[src/rtl/sys_cmd_ctrl_if.sv]
// sys_cmd_ctrl_if
//   Bundles the byte-frame, register-file, ALU and TX FIFO signals of the
//   command decoder.
//   master : the command decoder (consumes RX/RF/ALU/FIFO status, drives strobes)
//   slave  : the surrounding system (UART RX, register file, ALU, TX FIFO)
//   Signals:
//     rx_p_data/rx_d_vld           received byte and its one-cycle strobe
//     rf_rd_data/rf_rd_data_vld    register-file read return
//     alu_out/alu_out_vld          ALU result return
//     fifo_full                    TX FIFO back-pressure
//     rf_addr/rf_wr_en/rf_rd_en/rf_wr_data   register-file access
//     alu_func/alu_en/clk_gate_en  ALU control
//     tx_p_data/tx_d_vld           TX FIFO push
//     cmd_err                      unknown opcode / timeout pulse
interface sys_cmd_ctrl_if #(
  parameter int FRAME_WIDTH         = 8,
  parameter int ALU_DATA_WIDTH      = 16,
  parameter int ALU_FUNC_WIDTH      = 4,
  parameter int REG_FILE_ADDR_WIDTH = 4
);
  logic [FRAME_WIDTH-1:0]         rx_p_data;
  logic                           rx_d_vld;
  logic [FRAME_WIDTH-1:0]         rf_rd_data;
  logic                           rf_rd_data_vld;
  logic [ALU_DATA_WIDTH-1:0]      alu_out;
  logic                           alu_out_vld;
  logic                           fifo_full;
  logic [REG_FILE_ADDR_WIDTH-1:0] rf_addr;
  logic                           rf_wr_en;
  logic                           rf_rd_en;
  logic [FRAME_WIDTH-1:0]         rf_wr_data;
  logic [ALU_FUNC_WIDTH-1:0]      alu_func;
  logic                           alu_en;
  logic                           clk_gate_en;
  logic [FRAME_WIDTH-1:0]         tx_p_data;
  logic                           tx_d_vld;
  logic                           cmd_err;

  modport master (
    input  rx_p_data, rx_d_vld, rf_rd_data, rf_rd_data_vld,
           alu_out, alu_out_vld, fifo_full,
    output rf_addr, rf_wr_en, rf_rd_en, rf_wr_data,
           alu_func, alu_en, clk_gate_en, tx_p_data, tx_d_vld, cmd_err
  );

  modport slave (
    output rx_p_data, rx_d_vld, rf_rd_data, rf_rd_data_vld,
           alu_out, alu_out_vld, fifo_full,
    input  rf_addr, rf_wr_en, rf_rd_en, rf_wr_data,
           alu_func, alu_en, clk_gate_en, tx_p_data, tx_d_vld, cmd_err
  );
endinterface

[src/rtl/sys_cmd_ctrl.sv]
// sys_cmd_ctrl
//   Command decoder between the UART receive path and the register file/ALU.
//   Parses byte frames into write, read and ALU commands, issues one-cycle
//   register-file/ALU strobes and pushes results into the TX FIFO.
//   Ports:
//     clk  system clock, rising edge
//     rst  synchronous active-high reset
//     bus  sys_cmd_ctrl_if.master (RX frames, RF/ALU control, TX FIFO push)
//   Optional feature: define SYS_CTRL_TIMEOUT_EN to add an inter-frame
//   watchdog that aborts a stalled command after TIMEOUT_CYCLES cycles.
//
//   state    | meaning
//   ---------+--------------------------------------------------------
//   IDLE     | waiting for an opcode frame
//   WR_ADDR  | write: waiting for the address frame
//   WR_DATA  | write: waiting for the data frame
//   RD_ADDR  | read: waiting for the address frame
//   RD_WAIT  | read: waiting for register-file read data
//   ALU_A    | ALU: operand A frame, written to reg 0
//   ALU_B    | ALU: operand B frame, written to reg 1
//   ALU_FN   | ALU: function frame, starts the ALU
//   ALU_WAIT | ALU: waiting for the result
//   TX_LO    | pushing result low byte
//   TX_HI    | pushing result high byte (ALU results only)
module sys_cmd_ctrl #(
  parameter int FRAME_WIDTH         = 8,
  parameter int ALU_DATA_WIDTH      = 16,
  parameter int ALU_FUNC_WIDTH      = 4,
  parameter int REG_FILE_ADDR_WIDTH = 4,
  parameter int TIMEOUT_CYCLES      = 4096
) (
  input  logic          clk,
  input  logic          rst,
  sys_cmd_ctrl_if.master bus
);

  typedef enum logic [3:0] {
    IDLE, WR_ADDR, WR_DATA, RD_ADDR, RD_WAIT,
    ALU_A, ALU_B, ALU_FN, ALU_WAIT, TX_LO, TX_HI
  } state_t;

  localparam logic [FRAME_WIDTH-1:0] OP_WR  = FRAME_WIDTH'(8'hAA);
  localparam logic [FRAME_WIDTH-1:0] OP_RD  = FRAME_WIDTH'(8'hBB);
  localparam logic [FRAME_WIDTH-1:0] OP_ALU = FRAME_WIDTH'(8'hCC);
  localparam logic [FRAME_WIDTH-1:0] OP_FN  = FRAME_WIDTH'(8'hDD);

  if (TIMEOUT_CYCLES < 2) begin : g_bad_timeout
    $error("TIMEOUT_CYCLES must be at least 2");
  end

  state_t                         state_q, state_d;
  logic [REG_FILE_ADDR_WIDTH-1:0] rf_addr_q, rf_addr_d;
  logic [FRAME_WIDTH-1:0]         rf_wr_data_q, rf_wr_data_d;
  logic                           rf_wr_en_q, rf_wr_en_d;
  logic                           rf_rd_en_q, rf_rd_en_d;
  logic [ALU_FUNC_WIDTH-1:0]      alu_func_q, alu_func_d;
  logic                           alu_en_q, alu_en_d;
  logic                           cmd_err_q, cmd_err_d;
  logic [ALU_DATA_WIDTH-1:0]      res_q, res_d;
  logic                           is_alu_q, is_alu_d;
  logic                           tx_push;
  // accept: a frame or return value consumed this cycle; restarts the watchdog
  logic                           accept;
  logic                           timeout_hit;

`ifdef SYS_CTRL_TIMEOUT_EN
  localparam int CNT_W = $clog2(TIMEOUT_CYCLES + 1);
  localparam logic [CNT_W-1:0] CNT_LOAD = CNT_W'(TIMEOUT_CYCLES - 1);

  logic [CNT_W-1:0] to_cnt_q;
  logic             waiting;

  assign waiting = (state_q != IDLE) && (state_q != TX_LO) && (state_q != TX_HI);

  // Down-counter holds the cycles left until abort; terminal count 1 means the
  // next edge lands exactly TIMEOUT_CYCLES cycles after the last accepted input.
  always_ff @(posedge clk) begin
    if (rst) begin
      to_cnt_q <= CNT_LOAD;
    end else if (accept) begin
      to_cnt_q <= CNT_LOAD;
    end else if (waiting && (to_cnt_q != '0)) begin
      to_cnt_q <= to_cnt_q - CNT_W'(1);
    end
  end

  assign timeout_hit = waiting && !accept && (to_cnt_q == CNT_W'(1));
`else
  logic unused_accept;
  assign unused_accept = accept;
  assign timeout_hit   = 1'b0;
`endif

  // The push strobe is combinational so it can never fire against FIFO_FULL.
  assign tx_push = ((state_q == TX_LO) || (state_q == TX_HI)) && !bus.fifo_full;

  always_comb begin
    state_d      = state_q;
    rf_addr_d    = rf_addr_q;
    rf_wr_data_d = rf_wr_data_q;
    rf_wr_en_d   = 1'b0;
    rf_rd_en_d   = 1'b0;
    alu_func_d   = alu_func_q;
    alu_en_d     = 1'b0;
    cmd_err_d    = 1'b0;
    res_d        = res_q;
    is_alu_d     = is_alu_q;
    accept       = 1'b0;

    case (state_q)
      IDLE: begin
        if (bus.rx_d_vld) begin
          accept = 1'b1;
          case (bus.rx_p_data)
            OP_WR: begin
              state_d  = WR_ADDR;
              is_alu_d = 1'b0;
            end
            OP_RD: begin
              state_d  = RD_ADDR;
              is_alu_d = 1'b0;
            end
            OP_ALU: begin
              state_d  = ALU_A;
              is_alu_d = 1'b1;
            end
            OP_FN: begin
              state_d  = ALU_FN;
              is_alu_d = 1'b1;
            end
            default: cmd_err_d = 1'b1;
          endcase
        end
      end
      WR_ADDR: begin
        if (bus.rx_d_vld) begin
          accept    = 1'b1;
          rf_addr_d = bus.rx_p_data[REG_FILE_ADDR_WIDTH-1:0];
          state_d   = WR_DATA;
        end
      end
      WR_DATA: begin
        if (bus.rx_d_vld) begin
          accept       = 1'b1;
          rf_wr_data_d = bus.rx_p_data;
          rf_wr_en_d   = 1'b1;
          state_d      = IDLE;
        end
      end
      RD_ADDR: begin
        if (bus.rx_d_vld) begin
          accept     = 1'b1;
          rf_addr_d  = bus.rx_p_data[REG_FILE_ADDR_WIDTH-1:0];
          rf_rd_en_d = 1'b1;
          state_d    = RD_WAIT;
        end
      end
      RD_WAIT: begin
        if (bus.rf_rd_data_vld) begin
          accept  = 1'b1;
          res_d   = {{(ALU_DATA_WIDTH-FRAME_WIDTH){1'b0}}, bus.rf_rd_data};
          state_d = TX_LO;
        end
      end
      ALU_A: begin
        if (bus.rx_d_vld) begin
          accept       = 1'b1;
          rf_addr_d    = '0;
          rf_wr_data_d = bus.rx_p_data;
          rf_wr_en_d   = 1'b1;
          state_d      = ALU_B;
        end
      end
      ALU_B: begin
        if (bus.rx_d_vld) begin
          accept       = 1'b1;
          rf_addr_d    = REG_FILE_ADDR_WIDTH'(1);
          rf_wr_data_d = bus.rx_p_data;
          rf_wr_en_d   = 1'b1;
          state_d      = ALU_FN;
        end
      end
      ALU_FN: begin
        if (bus.rx_d_vld) begin
          accept     = 1'b1;
          alu_func_d = bus.rx_p_data[ALU_FUNC_WIDTH-1:0];
          alu_en_d   = 1'b1;
          state_d    = ALU_WAIT;
        end
      end
      ALU_WAIT: begin
        if (bus.alu_out_vld) begin
          accept  = 1'b1;
          res_d   = bus.alu_out;
          state_d = TX_LO;
        end
      end
      TX_LO: begin
        if (tx_push) begin
          state_d = is_alu_q ? TX_HI : IDLE;
        end
      end
      TX_HI: begin
        if (tx_push) begin
          state_d = IDLE;
        end
      end
      default: state_d = IDLE;
    endcase

    if (timeout_hit) begin
      state_d   = IDLE;
      cmd_err_d = 1'b1;
    end
  end

  always_ff @(posedge clk) begin
    if (rst) begin
      state_q      <= IDLE;
      rf_addr_q    <= '0;
      rf_wr_data_q <= '0;
      rf_wr_en_q   <= 1'b0;
      rf_rd_en_q   <= 1'b0;
      alu_func_q   <= '0;
      alu_en_q     <= 1'b0;
      cmd_err_q    <= 1'b0;
      res_q        <= '0;
      is_alu_q     <= 1'b0;
    end else begin
      state_q      <= state_d;
      rf_addr_q    <= rf_addr_d;
      rf_wr_data_q <= rf_wr_data_d;
      rf_wr_en_q   <= rf_wr_en_d;
      rf_rd_en_q   <= rf_rd_en_d;
      alu_func_q   <= alu_func_d;
      alu_en_q     <= alu_en_d;
      cmd_err_q    <= cmd_err_d;
      res_q        <= res_d;
      is_alu_q     <= is_alu_d;
    end
  end

  assign bus.rf_addr    = rf_addr_q;
  assign bus.rf_wr_data = rf_wr_data_q;
  assign bus.rf_wr_en   = rf_wr_en_q;
  assign bus.rf_rd_en   = rf_rd_en_q;
  assign bus.alu_func   = alu_func_q;
  assign bus.alu_en     = alu_en_q;
  assign bus.cmd_err    = cmd_err_q;
  assign bus.tx_d_vld   = tx_push;

  // Held at the selected byte while stalled on FIFO_FULL; zero outside TX states.
  assign bus.tx_p_data = (state_q == TX_LO) ? res_q[FRAME_WIDTH-1:0] :
                         (state_q == TX_HI) ? res_q[ALU_DATA_WIDTH-1 -: FRAME_WIDTH] :
                         '0;

  assign bus.clk_gate_en = (state_q == ALU_A) || (state_q == ALU_B) ||
                           (state_q == ALU_FN) || (state_q == ALU_WAIT) ||
                           (is_alu_q && ((state_q == TX_LO) || (state_q == TX_HI)));

endmodule

[src/flat_wrapper.sv]
// flat-port wrapper written by rule: the top's interface ports become plain ports
module sys_cmd_ctrl_flat 
#(
  parameter int FRAME_WIDTH         = 8,
  parameter int ALU_DATA_WIDTH      = 16,
  parameter int ALU_FUNC_WIDTH      = 4,
  parameter int REG_FILE_ADDR_WIDTH = 4,
  parameter int TIMEOUT_CYCLES      = 4096
)
  (clk, rst, bus_rx_p_data, bus_rx_d_vld, bus_rf_rd_data, bus_rf_rd_data_vld, bus_alu_out, bus_alu_out_vld, bus_fifo_full, bus_rf_addr, bus_rf_wr_en, bus_rf_rd_en, bus_rf_wr_data, bus_alu_func, bus_alu_en, bus_clk_gate_en, bus_tx_p_data, bus_tx_d_vld, bus_cmd_err);
  sys_cmd_ctrl_if #(.FRAME_WIDTH(FRAME_WIDTH), .ALU_DATA_WIDTH(ALU_DATA_WIDTH), .ALU_FUNC_WIDTH(ALU_FUNC_WIDTH), .REG_FILE_ADDR_WIDTH(REG_FILE_ADDR_WIDTH)) bus_i ();
  input  logic clk;
  input  logic rst;
  input wire logic [$bits(bus_i.rx_p_data)-1:0] bus_rx_p_data;
  input wire logic [$bits(bus_i.rx_d_vld)-1:0] bus_rx_d_vld;
  input wire logic [$bits(bus_i.rf_rd_data)-1:0] bus_rf_rd_data;
  input wire logic [$bits(bus_i.rf_rd_data_vld)-1:0] bus_rf_rd_data_vld;
  input wire logic [$bits(bus_i.alu_out)-1:0] bus_alu_out;
  input wire logic [$bits(bus_i.alu_out_vld)-1:0] bus_alu_out_vld;
  input wire logic [$bits(bus_i.fifo_full)-1:0] bus_fifo_full;
  output wire logic [$bits(bus_i.rf_addr)-1:0] bus_rf_addr;
  output wire logic [$bits(bus_i.rf_wr_en)-1:0] bus_rf_wr_en;
  output wire logic [$bits(bus_i.rf_rd_en)-1:0] bus_rf_rd_en;
  output wire logic [$bits(bus_i.rf_wr_data)-1:0] bus_rf_wr_data;
  output wire logic [$bits(bus_i.alu_func)-1:0] bus_alu_func;
  output wire logic [$bits(bus_i.alu_en)-1:0] bus_alu_en;
  output wire logic [$bits(bus_i.clk_gate_en)-1:0] bus_clk_gate_en;
  output wire logic [$bits(bus_i.tx_p_data)-1:0] bus_tx_p_data;
  output wire logic [$bits(bus_i.tx_d_vld)-1:0] bus_tx_d_vld;
  output wire logic [$bits(bus_i.cmd_err)-1:0] bus_cmd_err;
  assign bus_i.rx_p_data = bus_rx_p_data;
  assign bus_i.rx_d_vld = bus_rx_d_vld;
  assign bus_i.rf_rd_data = bus_rf_rd_data;
  assign bus_i.rf_rd_data_vld = bus_rf_rd_data_vld;
  assign bus_i.alu_out = bus_alu_out;
  assign bus_i.alu_out_vld = bus_alu_out_vld;
  assign bus_i.fifo_full = bus_fifo_full;
  assign bus_rf_addr = bus_i.rf_addr;
  assign bus_rf_wr_en = bus_i.rf_wr_en;
  assign bus_rf_rd_en = bus_i.rf_rd_en;
  assign bus_rf_wr_data = bus_i.rf_wr_data;
  assign bus_alu_func = bus_i.alu_func;
  assign bus_alu_en = bus_i.alu_en;
  assign bus_clk_gate_en = bus_i.clk_gate_en;
  assign bus_tx_p_data = bus_i.tx_p_data;
  assign bus_tx_d_vld = bus_i.tx_d_vld;
  assign bus_cmd_err = bus_i.cmd_err;
  sys_cmd_ctrl #(.FRAME_WIDTH(FRAME_WIDTH), .ALU_DATA_WIDTH(ALU_DATA_WIDTH), .ALU_FUNC_WIDTH(ALU_FUNC_WIDTH), .REG_FILE_ADDR_WIDTH(REG_FILE_ADDR_WIDTH), .TIMEOUT_CYCLES(TIMEOUT_CYCLES)) u_core (.clk(clk), .rst(rst), .bus(bus_i));
endmodule
[config.mk]
export PLATFORM = sky130hd
export DESIGN_NAME = sys_cmd_ctrl_flat
export DESIGN_NICKNAME = d
export VERILOG_FILES = /design/src/rtl/sys_cmd_ctrl_if.sv /design/src/rtl/sys_cmd_ctrl.sv /design/src/flat_wrapper.sv
export SDC_FILE = /design/constraint.sdc
export NUM_CORES = 1
export LEC_CHECK = 0
export ABC_AREA = 1
export CAP_MARGIN = 20
export CORE_ASPECT_RATIO = 1.1
export CORE_UTILIZATION = 40
export CTS_CLUSTER_DIAMETER = 50
export DETAILED_ROUTE_END_ITERATION = 12
export MAX_ROUTING_LAYER = met4
export PLACE_DENSITY = 0.69
export REMOVE_ABC_BUFFERS = 1
export SYNTH_ARGS = -nofsm -noshare
export SYNTH_HDL_FRONTEND = slang
export SYNTH_SLANG_ARGS = --single-unit
[constraint.sdc]
create_clock -name clk -period 2.6 [get_ports clk]
set_input_delay 0.39 -clock clk [delete_from_list [all_inputs] [get_ports clk]]
set_output_delay 0.39 -clock clk [all_outputs]
set_load 0.02 [all_outputs]
==> run metrics <==
status finished, violations left; failing checks design-rule violations; CP Data Required Time between 2 and 2.5 ns; Initial DRT Pass Iterations 9; global placement routability congestion between 0.8 and 0.9; Die Area 0.00544 sq mm; unique cell type count in the Yosys netlist 29; Sequential Power Share about a third; H-tree Lvls 2; Post-Place Cells about 410; initial core utilization 41.5%; family with the most delay on the worst path buffers and inverters; Sink Count between 40 and 50; max incr delay on CP between 0.6 and 0.7 ns; register area share after synthesis roughly two fifths; fin cells 420; fin util ~57%; Overall Power approximately 2600 uW; Critical Path Stages 7; Worst-Skew Late Latency 0.29 ns; final setup fails 0; element type at the critical path end primary output; Synth area leaders dfxtp_1 40%, nand2_1 13%, nor2_1 6.4%, a21oi_1 5.8%, o21ai_0 5.6%; Comb pwr share between 50% and 60%; Post-Syn Area 0.00206 sq mm; Post-Syn Area per Cell approximately 7.0 sq um; DRC viols 1; critical path's slowest cell clkdlybuf4s50_1; most frequent cells in the layout 71 x nand2_1, 64 x clkdlybuf4s50_1, 41 x dfxtp_1, 35 x nor2_1, 24 x a21oi_1; vias per cell roughly 5; clock power share 15.8%; achievable frequency between 400 and 500 MHz; worst-path cell chain inv_2 -> nor2_1 -> nand2_1 -> clkinv_2 -> nand2_1 -> o21ai_0 -> clkdlybuf4s50_1; antenna violations before repair 0; Clock Skews ~0.0074 ns; Rows 27; clk buf depth 2; die height between 70 and 80 microns; Min Hold Slack between 0.4 and 0.5 ns; Reg2Reg Depth 11; worst hold path class reg -> reg; Worst setup SP type register; internal power 1450 uW; routed vias roughly 2100; area leader, netlist dfxtp_1; Boundary Pins 68; fillers 487; Area growth, synth to finish 38.2%; first-pass GRT wire length 8.76 mm; CTS Root Buffer Type clkbuf_8; clk slew on worst S/H paths about 0.070 ns; Post-Route WL 5.32 mm; hold_buf cts 0; number of synthesized register bits 41; Detail Route Antenna Nets 0; Tcrit/Tclk final between 90 and 100%; core area a little under 0.005 sq mm; Die X approximately 70 microns; post-route setup TNS 0 ns; Max Slew Vio Count 0; PD cells between 900 and 1000 mW/mm^2; Max Cap Viol 0; min Tclk post-route around 2.4 ns; port buffer count 67; hpwl dp slightly below 4 mm; Switch Pwr about 1100 uW; Critical Path Fanout Max 9; WHS Path Cells 2; layout cells sized above 1 between 10% and 20%; Arrival @ worst endpoint about 2.0 ns; Warnings, synthesis 0; Sw Share between 40 and 50%; actual slew at the worst max-slew pin ~0.65 ns; DRT iter0 DRCs 219; most common cell after layout, fill and taps aside nand2_1; Num CTS Buffers 5; slew margin rel. approximately 57%; VDD IR-drop max about 0.4 mV; buffers and inverters on the worst path 3; Routed wire per std cell 12.7 microns; Final Hold Fails 0; Critical Path Most Common Cell nand2_1; # diodes 0; Nets 400; Syn Inst Count ~290; Yosys top cell area share 39.8%; unrepaired setup endpoints after global routing false; gr usage total 20.6%; LEAKAGE about 0.0012 uW; grt total ovfl 0; CTS tree built; largest net degree at the start of global routing 25; vias in the first global route 1906; Worst Setup Path Type reg -> out
per-layer routing:
layer	vias to the layer above	GRT usage, %	wire, microns
li1	1079	-	-
met2	43	31.1	2490
met5	-	-	0
met3	8	3.29	191
met1	948	27.9	2560
met4	0	6.60	76
worst paths after layout:
check                                  from                       endpoint  slack [ns]
min            u_core.res_q[6]$_SDFFE_PP0P_   u_core.res_q[6]$_SDFFE_PP0P_        0.45
max reg2reg  u_core.state_q[0]$_SDFFE_PP0P_  u_core.res_q[11]$_SDFFE_PP0P_        0.91
min reg2reg    u_core.res_q[6]$_SDFFE_PP0P_   u_core.res_q[6]$_SDFFE_PP0P_        0.45
max          u_core.state_q[1]$_SDFFE_PP0P_               bus_tx_p_data[4]        0.17
cell type report:
class	instances	area, sq um	area share, %
Inverter	30	114	4.00
Tap cell	58	72.6	2.55
Clock buffer	7	86.3	3.03
Timing Repair Buffer	70	701	24.6
Sequential cell	41	821	28.8
Multi-Input combinational cell	214	1050	37.0
worst reg2reg max path, stage by stage, from the launching register on:
cell,delay (ns)
dfxtp_1,0.49
inv_2,0.07
nand2_2,0.13
nor2_4,0.05
buf_4,0.18
nand2_2,0.08
nand2_2,0.05
inv_2,0.07
nand2_1,0.05
inv_1,0.23
nand2_1,0.13
a21oi_2,0.13
Yosys cell counts, drive strengths merged:
master  count
nand2      87
dfxtp      41
nor2       39
a21oi      33
inv        29
o21ai      27
nand3      19
buf         5
clkbuf      4
nand3b      3
a211oi      1
a21boi      1
clkinv      1
nand4       1
nor3        1
nor3b       1
o221ai      1
power groups by stage:
| stage | logic [uW] | registers (uW) | clock network, uW |
|---|---|---|---|
| after detailed placement | 1320 | 877 | 0 |
| final | 1320 | 866 | 410 |
| after floorplan | 861 | 916 | 0 |
| after CTS | 1320 | 864 | 423 |
| after global placement | 1310 | 870 | 0 |
| after global routing | 1470 | 881 | 452 |
what timing repair did:
action                     4_1_cts  5_1_grt
setup endpoints to repair        1        3
resized for setup                1        3
setup buffers                    0        0
metrics by stage:
step | instance area, sq um | setup WS (ns)
finish | 2850 | 0.174
global route | 2850 | 0.0169
CTS | 2840 | 0.0240
detailed placement | 2750 | 0.303
global placement | 2750 | 0.356
floorplan | 1990 | 0.940
registers in the layout (all words and copies together), names as in the netlist, 4 cells and up:
signal / cells
u_core.bus.alu_func: 4
u_core.bus.rf_wr_data: 8
u_core.res_q: 16
u_core.bus.rf_addr: 4
u_core.state_q: 4
cell families (layout without fill, tap and decap cells):
kind of cell,count (synthesis),after routing,synth area share [%]
AOI/OAI and AO/OA,63,63,17.5
and+or+nand+nor,151,151,33.6
DFF,41,41,39.8
buffers and inverters,39,107,9.05
Power figures use the tool's default switching activity.
